**src/rtl/rice_core_div_radix.sv**
```systemverilog
// Iterative radix-2^BITS_PER_CYCLE restoring divider for DIV/DIVU/REM/REMU.
// Operands are captured at accept; divide-by-zero and signed overflow finish
// in one cycle, everything else takes XLEN/BITS_PER_CYCLE CALC cycles.

package rice_core_div_pkg;
    typedef struct packed {
        logic div;
        logic divu;
        logic rem;
        logic remu;
    } rice_core_div_operation;
endpackage

module rice_core_div_radix
    import rice_core_div_pkg::*;
#(
    parameter int unsigned XLEN           = 32,
    parameter int unsigned BITS_PER_CYCLE = 2
) (
    input  logic                   i_clk,
    input  logic                   i_rst_n,
    input  logic                   i_flush,
    input  logic                   i_valid,
    output logic                   o_ready,
    input  logic [XLEN-1:0]        i_rs1_value,
    input  logic [XLEN-1:0]        i_rs2_value,
    input  rice_core_div_operation i_div_operation,
    output logic                   o_result_valid,
    input  logic                   i_result_ready,
    output logic [XLEN-1:0]        o_result
);

    localparam int unsigned STEPS = XLEN / BITS_PER_CYCLE;
    localparam int unsigned CNT_W = $clog2(STEPS + 1);

    localparam logic [1:0] ST_IDLE = 2'd0;
    localparam logic [1:0] ST_CALC = 2'd1;
    localparam logic [1:0] ST_DONE = 2'd2;

    localparam logic [XLEN-1:0] INT_MIN = {1'b1, {(XLEN-1){1'b0}}};

    logic [1:0]      state_q, state_d;
    logic [CNT_W-1:0] cnt_q, cnt_d;
    logic            rem_op_q, rem_op_d;
    logic            neg_q, neg_d;
    logic            rs1_neg_q, rs1_neg_d;
    logic [XLEN-1:0] divisor_q, divisor_d;
    logic [XLEN-1:0] quot_q, quot_d;
    logic [XLEN-1:0] rem_q, rem_d;
    logic [XLEN-1:0] result_q, result_d;

    logic            op_signed, op_rem, rs1_neg, rs2_neg;
    logic            div_by_zero, overflow;
    logic [XLEN-1:0] abs1, abs2;
    logic [XLEN:0]   r_w;
    logic [XLEN-1:0] q_w;
    logic [XLEN-1:0] q_fix, r_fix;

    assign o_ready        = (state_q == ST_IDLE);
    assign o_result_valid = (state_q == ST_DONE);
    assign o_result       = result_q;

    // Decode the incoming request: magnitudes, signs and early-out cases
    always_comb begin
        op_signed   = i_div_operation.div | i_div_operation.rem;
        op_rem      = i_div_operation.rem | i_div_operation.remu;
        rs1_neg     = op_signed & i_rs1_value[XLEN-1];
        rs2_neg     = op_signed & i_rs2_value[XLEN-1];
        abs1        = rs1_neg ? (-i_rs1_value) : i_rs1_value;
        abs2        = rs2_neg ? (-i_rs2_value) : i_rs2_value;
        div_by_zero = (i_rs2_value == '0);
        overflow    = op_signed && (i_rs1_value == INT_MIN) && (i_rs2_value == '1);
    end

    // BITS_PER_CYCLE chained shift/compare/subtract steps plus sign fixup
    always_comb begin
        r_w = {1'b0, rem_q};
        q_w = quot_q;
        for (int unsigned i = 0; i < BITS_PER_CYCLE; i++) begin
            r_w = {r_w[XLEN-1:0], q_w[XLEN-1]};
            q_w = {q_w[XLEN-2:0], 1'b0};
            if (r_w >= {1'b0, divisor_q}) begin
                r_w    = r_w - {1'b0, divisor_q};
                q_w[0] = 1'b1;
            end
        end
        q_fix = neg_q ? (-q_w) : q_w;
        r_fix = rs1_neg_q ? (-r_w[XLEN-1:0]) : r_w[XLEN-1:0];
    end

    // Next-state logic; flush overrides every other transition
    always_comb begin
        state_d   = state_q;
        cnt_d     = cnt_q;
        rem_op_d  = rem_op_q;
        neg_d     = neg_q;
        rs1_neg_d = rs1_neg_q;
        divisor_d = divisor_q;
        quot_d    = quot_q;
        rem_d     = rem_q;
        result_d  = result_q;
        case (state_q)
            ST_IDLE: begin
                if (i_valid) begin
                    rem_op_d  = op_rem;
                    neg_d     = rs1_neg ^ rs2_neg;
                    rs1_neg_d = rs1_neg;
                    divisor_d = abs2;
                    quot_d    = abs1;
                    rem_d     = '0;
                    if (div_by_zero) begin
                        result_d = op_rem ? i_rs1_value : '1;
                        cnt_d    = '0;
                        state_d  = ST_DONE;
                    end else if (overflow) begin
                        result_d = op_rem ? '0 : i_rs1_value;
                        cnt_d    = '0;
                        state_d  = ST_DONE;
                    end else begin
                        cnt_d   = CNT_W'(STEPS);
                        state_d = ST_CALC;
                    end
                end
            end
            ST_CALC: begin
                quot_d = q_w;
                rem_d  = r_w[XLEN-1:0];
                cnt_d  = cnt_q - CNT_W'(1);
                if (cnt_q == CNT_W'(1)) begin
                    result_d = rem_op_q ? r_fix : q_fix;
                    state_d  = ST_DONE;
                end
            end
            ST_DONE: begin
                if (i_result_ready) begin
                    state_d = ST_IDLE;
                end
            end
            default: begin
                state_d = ST_IDLE;
            end
        endcase
        if (i_flush) begin
            state_d = ST_IDLE;
            cnt_d   = '0;
        end
    end

    // State and datapath registers
    always_ff @(posedge i_clk or negedge i_rst_n) begin
        if (!i_rst_n) begin
            state_q   <= ST_IDLE;
            cnt_q     <= '0;
            rem_op_q  <= 1'b0;
            neg_q     <= 1'b0;
            rs1_neg_q <= 1'b0;
            divisor_q <= '0;
            quot_q    <= '0;
            rem_q     <= '0;
            result_q  <= '0;
        end else begin
            state_q   <= state_d;
            cnt_q     <= cnt_d;
            rem_op_q  <= rem_op_d;
            neg_q     <= neg_d;
            rs1_neg_q <= rs1_neg_d;
            divisor_q <= divisor_d;
            quot_q    <= quot_d;
            rem_q     <= rem_d;
            result_q  <= result_d;
        end
    end

endmodule

```
**config.mk**
```make
export PLATFORM = sky130hd
export DESIGN_NAME = rice_core_div_radix
export DESIGN_NICKNAME = d
export VERILOG_FILES = /design/src/rtl/rice_core_div_radix.sv
export SDC_FILE = /design/constraint.sdc
export NUM_CORES = 1
export LEC_CHECK = 0
export ABC_AREA = 1
export CAP_MARGIN = 25
export CORE_MARGIN = 10
export CORE_UTILIZATION = 43
export CTS_CLUSTER_DIAMETER = 100
export CTS_CLUSTER_SIZE = 12
export DETAILED_ROUTE_END_ITERATION = 10
export HOLD_SLACK_MARGIN = 0.03
export PLACE_DENSITY = 0.65
export SLEW_MARGIN = 40
export SYNTH_ARGS = -nofsm -noshare
export SYNTH_HDL_FRONTEND = slang
export SYNTH_SLANG_ARGS = --single-unit
```
**constraint.sdc**
```tcl
create_clock -name i_clk -period 5.4 [get_ports i_clk]
set_input_delay 0.81 -clock i_clk [delete_from_list [all_inputs] [get_ports i_clk]]
set_output_delay 0.81 -clock i_clk [all_outputs]
set_load 0.02 [all_outputs]
```
==> flow_metrics.tcl <==
set metrics [dict create \
    drive_above_1_share_pct 31.0 \
    cp-end-kind "register" \
    crit_path_frequent_cell "buf_4" \
    wl_um 65400 \
    reg2reg_depth 45 \
    cts_sinks 138 \
    grt_pass1_wl_um 99200 \
    die_h_um 207 \
    synth_area_sq_um 15100 \
    fmax_mhz 173 \
    pin_count 107 \
    max_slew_margin_pct 39.0 \
    post-synth-top-area-cell "dfrtp_1" \
    globalplace.congestion 1.05 \
    timing.final.crit_share_pct 107 \
    worstSetupStartpoint "divisor_q[16]" \
    start_util_pct 43.6 \
    fin_cells 3548 \
    antenna_found_initial 1 \
    worstHoldPathType "input pin to asynchronous set/reset pin" \
    synth_top_area_share_pct 22.9 \
    area_growth_pct 51.6 \
    fin_crit_ns 5.78 \
    grt_max_degree 84 \
    setup_tns_ns -1.77 \
    synth_most_common_cell "nand2_1" \
    drv.max_cap_violation_count 0 \
    viasPerCell 5.41 \
    synth_seq_area_share_pct 22.9 \
    yosys-top-cells-count "nand2_1, inv_1, nor2_1" \
    antenna_cells 0 \
    cts_inserted_buffers 17 \
    arrival_ns 6.13 \
    status "complete, but fails checks" \
    ys_ff_latch 138 \
    synth.distinct_cells 51 \
    cpMaxStageDelayCell "dfrtp_1" \
    tritoncts "yes" \
    dieArea_sq_um 43000 \
    syn_inst 2509 \
    cp-start-kind "register" \
    die-width_um 207 \
    overflow 0 \
    firstDrtPassIters 8 \
    crit_required_ns 5.75 \
    vias 19200 \
    grt_util_all_layers_pct 28.6 \
    ant_nets 0 \
    violations "negative setup slack" \
    clk_latency_ns 0.46 \
    coreArea_sq_um 34600 \
    worstReg2RegStart "divisor_q[16]" \
    worst_slack_ns -0.380 \
    clk_pin_slew_ns 0.06 \
    first_global_vias 17900 \
    ctsRootBufferMaster "clkbuf_16" \
    yosys_warnings 0 \
    wl_met2_um 29200 \
    rows 68 \
    crit_type "register to register" \
    synth_flop_cell "dfrtp_1" \
    drt_iter0_drc 1864 \
    hold_viol 0 \
    yosys-top-cells-area "dfrtp_1, nand2_1, inv_1" \
    crit_path_max_incr_delay_ns 0.40 \
    synth_edf_count 0 \
    clockBufferDepth 2 \
    met3_length_um 5380 \
    nets 3226 \
    r2r-end "o_result[14]" \
    dpl.hpwl_um 50800 \
    syn_nets 2655 \
    post_drt_wl_per_cell_um 18.4 \
    worstMarginPinSlew_ns 0.910 \
    fin_worst_skew_ns 0.0143 \
    syn_area_per_cell_sq_um 6.02 \
    finalMaxSlewViolations 0 \
    h-tree-depth 4 \
    cp_max_fo 7 \
    route.detailed.drc 0 \
    rsz0062_at_grt "true" \
    ff2ff_setup_slack_ns -0.38 \
    finalSetupViolCount 8 \
    async_reset_ff_share_pct 100 \
    wl_met1_um 28700 \
    portBuffers 105 \
    dp_cells 3430 \
    crit_path_end "o_result[14]" \
    topRoutingLayerUsed "met5" \
]
-- critical path: cells and delay by family, from the launching register on --
kind / cells / cell delay (ns)
buffers and inverters: 16 / 1.46
AND/OR/NAND/NOR: 19 / 2.12
flip-flops: 1 / 0.40
adder cells (fa/ha/maj): 3 / 0.64
AO/OA/AOI/OAI: 7 / 1.03
-- timing repair --
item	CTS	global route
buffers inserted	48	42
gates resized for setup	167	212
endpoints found under the setup margin	31	27
hold endpoints to repair	0	0
cloned	1	1
hold buffers	0	0
pin swaps	55	90
-- cell usage in the layout (no fill, tap or decap), types with 20 or more instances in the layout --
cell type / count
a21oi_1: 112
a21oi_2: 20
a22oi_1: 27
buf_4: 505
clkdlybuf4s50_1: 104
dfrtp_1: 130
ha_4: 53
inv_1: 285
inv_2: 53
nand2_1: 656
nand2_2: 97
nand3_1: 132
nand3_2: 23
nand4_1: 47
nor2_1: 196
nor2_2: 22
nor2_4: 22
nor3_1: 43
o21ai_0: 179
xor2_1: 63
-- registers in the layout (all words and copies together), names as in the netlist --
register	count
state_q	2
o_result	32
cnt_q	5
quot_q	32
rem_op_q	1
neg_q	1
rem_q	32
rs1_neg_q	1
divisor_q	32
-- kinds of logic (layout without fill, tap and decap cells) --
family / count (synthesis) / in the layout / synth area share, %
buffers and inverters: 431 / 1014 / 11.2
AND/OR/NAND/NOR: 1312 / 1313 / 37.4
XOR/XNOR: 85 / 85 / 4.93
AO/OA/AOI/OAI: 470 / 470 / 17.5
adder cells (fa/ha/maj): 73 / 73 / 6.15
flip-flops: 138 / 138 / 22.9
-- worst min-delay path by stage --
stage / to / slack, ns
detailed placement: o_result[3] / 0.46
global route: o_result[27] / 0.13
global placement: o_result[19] / 0.46
floorplan: divisor_q[10] / 0.45
finish: o_result[27] / 0.14
CTS: o_result[27] / 0.13
-- layer usage --
metal / vias up / GRT usage [%]
li1: 9339 / -
met1: 8941 / 38.5
met2: 801 / 43.8
met3: 114 / 6.14
met4: 2 / 10.9
met5: - / 0
-- metrics by stage --
step / worst slack, ns / cell area (sq um) / utilization (%) / hold slack [ns]
6_report: -0.380 / 22900 / 66.1 / 0.144
3_5_place_dp: -0.764 / 20100 / 58.1 / 0.465
2_1_floorplan: 0.0185 / 15500 / - / 0.453
5_1_grt: -0.656 / 22900 / 66.1 / 0.131
4_1_cts: -0.183 / 21800 / 63.0 / 0.129
3_3_place_gp: -0.743 / 20100 / 58.0 / 0.463
-- layout make-up --
cell class                 count  area [sq um]
sequential                   138          3460
fill                        3042         11700
inverter                     347          1330
clock buffer                  20           467
tap                          455           569
multi-input combinational   1941         11700
clock inverter                12           160
timing repair buffer         635          5210
Power is not shown: default switching activity piles up to over one toggle a cycle in this logic, so the estimate is an artifact.
